### config.mk
export PLATFORM = sky130hd
export DESIGN_NAME = reg_scoreboard
export DESIGN_NICKNAME = d
export VERILOG_FILES = /design/src/rtl/reg_scoreboard.sv
export SDC_FILE = /design/constraint.sdc
export NUM_CORES = 1
export LEC_CHECK = 0
export ABC_CLOCK_PERIOD_IN_PS = 3200
export CAP_MARGIN = 20
export CORE_MARGIN = 2
export CORE_UTILIZATION = 45
export DETAILED_ROUTE_END_ITERATION = 6
export PLACE_DENSITY_LB_ADDON = 0.05
export SYNTH_ARGS = -nofsm -noshare
export SYNTH_HDL_FRONTEND = slang
export SYNTH_SLANG_ARGS = --single-unit
### constraint.sdc
create_clock -name clk -period 3.2 [get_ports clk]
set_input_delay 0.64 -clock clk [delete_from_list [all_inputs] [get_ports clk]]
set_output_delay 0.64 -clock clk [all_outputs]
set_load 0.005 [all_outputs]
### src/rtl/reg_scoreboard.sv
// ============================================================================
// Module  : reg_scoreboard
// Brief   : GPR pending-write scoreboard; stalls issue on RAW hazards and
//           releases entries as writeback retires them.
// Rev     : 1.0 - initial release
// ============================================================================
`default_nettype none

package reg_scoreboard_pkg;
    typedef logic [4:0] creg_addr_t;

    typedef enum logic [1:0] {
        SRC_ALU  = 2'd0,
        SRC_MEM  = 2'd1,
        SRC_CP0  = 2'd2,
        SRC_HILO = 2'd3
    } write_src_t;

    typedef struct packed {
        logic        valid;
        write_src_t  src;
        creg_addr_t  dst;
        logic [31:0] value;
    } write_reg_t;
endpackage

module reg_scoreboard
    import reg_scoreboard_pkg::*;
#(
    parameter int PEND_W = 2
) (
    input  logic        clk,
    input  logic        resetn,
    input  logic        issue_valid,
    input  write_reg_t  issue_write,
    input  creg_addr_t  issue_rs,
    input  creg_addr_t  issue_rt,
    input  logic        issue_use_rs,
    input  logic        issue_use_rt,
    output logic        issue_ready,
    input  logic        wb_valid,
    input  creg_addr_t  wb_dst,
    input  logic        flush,
    output logic [31:0] busy_mask,
    output logic        stall_load,
    output logic        err_underflow
);

    localparam logic [PEND_W-1:0] c_cnt_max = '1;
    localparam logic [PEND_W-1:0] c_cnt_one = PEND_W'(1);

    logic [31:0][PEND_W-1:0] r_cnt;
    logic [31:0]             r_ld;
    logic [31:0]             r_busy_mask;
    logic                    r_err;

    logic [31:0][PEND_W-1:0] w_cnt_nxt;
    logic [31:0]             w_ld_nxt;
    logic [31:0]             w_wb_hit;
    logic [31:0]             w_busy;
    logic [31:0]             w_inc;
    logic [31:0]             w_uf;
    logic [31:0]             w_mask_nxt;
    logic                    w_haz_rs;
    logic                    w_haz_rt;
    logic                    w_sat;
    logic                    w_ready;
    logic                    w_fire;
    logic                    w_new_ld;
    logic                    w_unused_value;

    assign w_unused_value = ^issue_write.value;

    // A write retiring this cycle is bypassed, so a count of 1 being retired
    // no longer counts as busy.
    always_comb begin
        w_wb_hit = '0;
        w_busy   = '0;
        for (int i = 0; i < 32; i++) begin
            w_wb_hit[i] = wb_valid && (wb_dst == 5'(i)) && (i != 0) && !flush;
            w_busy[i]   = (r_cnt[i] != '0) &&
                          !((r_cnt[i] == c_cnt_one) && w_wb_hit[i]);
        end
    end

    always_comb begin
        w_haz_rs = issue_use_rs && w_busy[issue_rs];
        w_haz_rt = issue_use_rt && w_busy[issue_rt];
        w_sat    = issue_write.valid && (issue_write.dst != 5'd0) &&
                   (r_cnt[issue_write.dst] == c_cnt_max) &&
                   !w_wb_hit[issue_write.dst];
        w_ready  = !flush && !w_haz_rs && !w_haz_rt && !w_sat;
        w_fire   = issue_valid && w_ready;
        w_new_ld = (issue_write.src == SRC_MEM);
    end

    assign issue_ready   = w_ready;
    assign stall_load    = !flush && ((w_haz_rs && r_ld[issue_rs]) ||
                                      (w_haz_rt && r_ld[issue_rt]));
    assign busy_mask     = r_busy_mask;
    assign err_underflow = r_err;

    always_comb begin
        w_cnt_nxt  = r_cnt;
        w_ld_nxt   = r_ld;
        w_inc      = '0;
        w_uf       = '0;
        w_mask_nxt = '0;
        for (int i = 0; i < 32; i++) begin
            w_inc[i] = w_fire && issue_write.valid &&
                       (issue_write.dst == 5'(i)) && (i != 0);
            if (flush) begin
                w_cnt_nxt[i] = '0;
                w_ld_nxt[i]  = 1'b0;
            end else if (w_inc[i] && w_wb_hit[i]) begin
                // Issue and retire cancel; the youngest write is the new one.
                w_ld_nxt[i] = w_new_ld;
                w_uf[i]     = (r_cnt[i] == '0);
            end else if (w_inc[i]) begin
                w_cnt_nxt[i] = r_cnt[i] + c_cnt_one;
                w_ld_nxt[i]  = w_new_ld;
            end else if (w_wb_hit[i]) begin
                if (r_cnt[i] == '0) begin
                    w_uf[i] = 1'b1;
                end else begin
                    w_cnt_nxt[i] = r_cnt[i] - c_cnt_one;
                    if (r_cnt[i] == c_cnt_one) begin
                        w_ld_nxt[i] = 1'b0;
                    end
                end
            end
            w_mask_nxt[i] = (w_cnt_nxt[i] != '0);
        end
    end

    always_ff @(posedge clk or negedge resetn) begin
        if (!resetn) begin
            r_cnt       <= '0;
            r_ld        <= '0;
            r_busy_mask <= '0;
            r_err       <= 1'b0;
        end else begin
            r_cnt       <= w_cnt_nxt;
            r_ld        <= w_ld_nxt;
            r_busy_mask <= w_mask_nxt;
            r_err       <= r_err | (|w_uf);
        end
    end

endmodule

`default_nettype wire
==> out/summary.md <==
• **skew final** 0.0132 ns
• **status** finished, violations left
• **most numerous cell types in the synthesized netlist** sky130_fd_sc_hd__dfrtp_1 (128), sky130_fd_sc_hd__ha_1 (124), sky130_fd_sc_hd__nand2_1 (115), sky130_fd_sc_hd__nor2_1 (97), sky130_fd_sc_hd__inv_1 (78)
• **die span in x** 166 um
• **Setup Crit Path Kind** in2out
• **Post-synth ARST share** 100%
• **antenna violations before repair** 0
• **largest stage delay on the critical path** 0.51 ns
• **DR DRC count** 0
• **post-synthesis area per instance** 8.94 sq um
• **via count** 13300
• **cell taking the most area after synthesis** sky130_fd_sc_hd__dfrtp_1
• **Synth Net Count** 1509
• **CP required** 2.56 ns
• **vias per cell** 6.20
• **final setup violating endpoints** 66
• **setup repair after global routing missed its margin** true
• **number of nets in the layout** 1981
• **number of endpoints with negative hold slack in the final report** 0
• **leakage power** 7.81 nW
• **GPL Wtd Cong** 1.01
• **CP Data Arrival Time** 2.79 ns
• **wire length per cell** 23.5 um
• **fraction of final layout cells sized beyond drive strength 1** 42.9%
• **capturing point of the worst reg2reg path** busy_mask[28]
• **CTS tree** built
• **CP Launch Type** input port
• **number of max-capacitance violations reported** 0
• **clock latency on the worst-skew pair** 0.44 ns
• **pre-CTS setup slack** -1.23 ns
• **post-route fraction of the period consumed by the critical path** 107%
• **initial core utilization** 45.7%
• **number of placed instances, taps included** 2020
• **Finished Layout Cells** 2142
• **placed wire-length estimate** 37.1 mm
• **violations in the final reports** setup timing
• **overall routing resource usage** 35.0%
• **area enclosed by the die boundary** 27600 sq um
• **critical-path cell list** buf_2, buf_6, mux4_2, mux4_2, o31ai_4, buf_4, o221a_4, buf_12, nor3b_4, buf_2
• **Top FF cell, synth** sky130_fd_sc_hd__dfrtp_1
• **cell with the most instances after synthesis** sky130_fd_sc_hd__dfrtp_1
• **root buffer selected by CTS** sky130_fd_sc_hd__clkbuf_16
• **number of nets still failing antenna checks after routing** 0
• **Sequential cell area** 3200 sq um
• **first-pass GRT wire length** 75.0 mm
• **launch instance of the worst register-to-register path** r_cnt[50]
• **Fill cells** 1959
• **quantity of hold-fixing buffers added after cts** 0
• **final worst setup slack** -0.226 ns
• **overall power** 0.00453 W
• **Critical Path Sink Type** output pin
• **number of flops mapped to enable cells by yosys** 0
• **Max H-tree Level** 4
• **post-synthesis sequential area ratio** 27.1%
• **cell types with the largest area share after synthesis** sky130_fd_sc_hd__dfrtp_1 (27%), sky130_fd_sc_hd__ha_1 (13%), sky130_fd_sc_hd__mux4_2 (4.6%)
• **core region area** 25900 sq um
• **pin count of the biggest net entering global routing** 50
• **class of the tightest hold or removal check** in2async
• **R2R Setup Slk** -0.21 ns
• **total standard cell area after synthesis** 11800 sq um
• **DRT iter0 DRCs** 1231
• **YS warnings** 0
• **number of I/O pins** 97
• **row count** 59
• **number of clock sinks** 128
• **Max IR drop VDD** 0.297 mV
• **multi-input gate area in the final layout** 9270 sq um
• **total iterations of the first detailed-routing run** 7
• **Longest Clk Path Bufs** 2
• **cell with the largest stage delay on the worst path** sky130_fd_sc_hd__mux4_2
• **power per unit of standard cell area** 244 nW/um^2
• **max-slew violation count** 0
• **number of distinct library cell variants in the gate-level netlist after synthesis** 86
• **I/O Buffers** 64
• **Slew @ Worst Pin** 0.616 ns
• **Seq cells post-synth** 128
• **destination of the critical timing path** issue_ready
• **Worst Path Max Fanout** 6
• **clock slew at reported path FFs** 0.07 ns
• **number of inserted diodes** 0
• **top cell type's share of synthesized area** 27.1%
• **Achievable Freq** 292 MHz
• **number of global-route vias before repair** 12700
• **worst relative slew slack** 59.0%
• **Final min period** 3.43 ns
• **Area growth syn-to-layout** 56.6%
• **total detailed-routing wirelength** 50.4 mm
• **start point of the critical path** issue_write[33]
• **path depth of the worst reg2reg path** 11
• **synthesized netlist cell count** 1323
• **die extent in y** 166 um
• **GR Overflow Total** 0
• **number of clock buffers inserted by TritonCTS** 17
timing repair:
item,in CTS,in global routing
endpoints found under the setup margin,126,110
pin swaps,57,121
cloned,1,2
gates resized for setup,190,189
buffers inserted,43,54
critical path, delay by kind of cell:
kind,cells,cell delay (ns)
muxes,2,1.01
buffers and inverters,5,0.63
AOI/OAI and AO/OA,2,0.29
and+or+nand+nor,1,0.20
routing by layer:
layer | vias up | share of wire (%) | track usage [%]
li1 | 5930 | - | -
met1 | 6553 | 41 | 45.8
met5 | - | 0 | 0
met2 | 650 | 46 | 56.8
met3 | 153 | 7.6 | 7.63
met4 | 0 | 4.8 | 13.8
cells in the final DEF (no fill, tap or decap), drive strengths merged, types with 37 or more instances in the layout:
cell type | netlist | final
a211oi | 59 | 59
dfrtp | 128 | 128
nor2 | 98 | 98
nand3 | 51 | 51
inv | 78 | 79
nand2 | 115 | 115
mux2i | 44 | 44
nor3 | 37 | 37
buf | 40 | 494
ha | 124 | 124
a21oi | 40 | 40
clkdlybuf4s50 | 0 | 45
power by group:
group	total [W]	switching (W)	internal, W
combinational	0.000843	0.000481	0.000362
clock	0.00206	0.000870	0.00119
sequential	0.00163	0.00000343	0.00162
total	0.00453	0.00135	0.00317
worst min-delay path by stage:
stage / from / end / slack (ns) / cells after the start
after floorplan: resetn / busy_mask[0] / 0.34 / 0
after global placement: r_ld[13] / r_ld[13] / 0.53 / 2
after detailed placement: r_ld[8] / r_ld[8] / 0.54 / 2
after CTS: resetn / r_cnt[15] / 0.12 / 1
after global routing: resetn / r_cnt[15] / 0.14 / 1
final: resetn / r_cnt[15] / 0.10 / 1
registers in the layout (all words and copies together), names as in the netlist:
signal and flops:
busy_mask 32, err_underflow 1, r_cnt 64, r_ld 31
kinds of logic (layout without fill, tap and decap cells):
family / count (synthesis) / count (layout) / share of synthesized area [%]
flops: 128 / 128 / 27.1
xor+xnor: 37 / 37 / 2.74
compound gates: 303 / 303 / 19.4
mux: 84 / 84 / 9.85
fa+ha+maj: 124 / 124 / 13.1
simple gates: 475 / 475 / 21.8
buf+inv: 172 / 656 / 5.99
metrics by stage:
stage	cell area (sq um)	setup TNS, ns	hold WS (ns)	utilization [%]
CTS	17300	-1.73	0.123	66.9
global route	18500	-12.27	0.142	71.5
detailed placement	15800	-120.34	0.536	61.0
floorplan	12200	-3.50	0.344	-
global placement	15800	-122.73	0.527	61.0
finish	18500	-4.51	0.103	71.5
area by class of cell:
type | instances | share of cell area, %
Multi-Input combinational cell | 1023 | 50.0
Tap cell | 335 | 2.26
Sequential cell | 128 | 17.3
Timing Repair Buffer | 547 | 25.7
Clock inverter | 12 | 0.729
Inverter | 78 | 1.58
Clock buffer | 19 | 2.45
(Power assumes the default switching activity.)
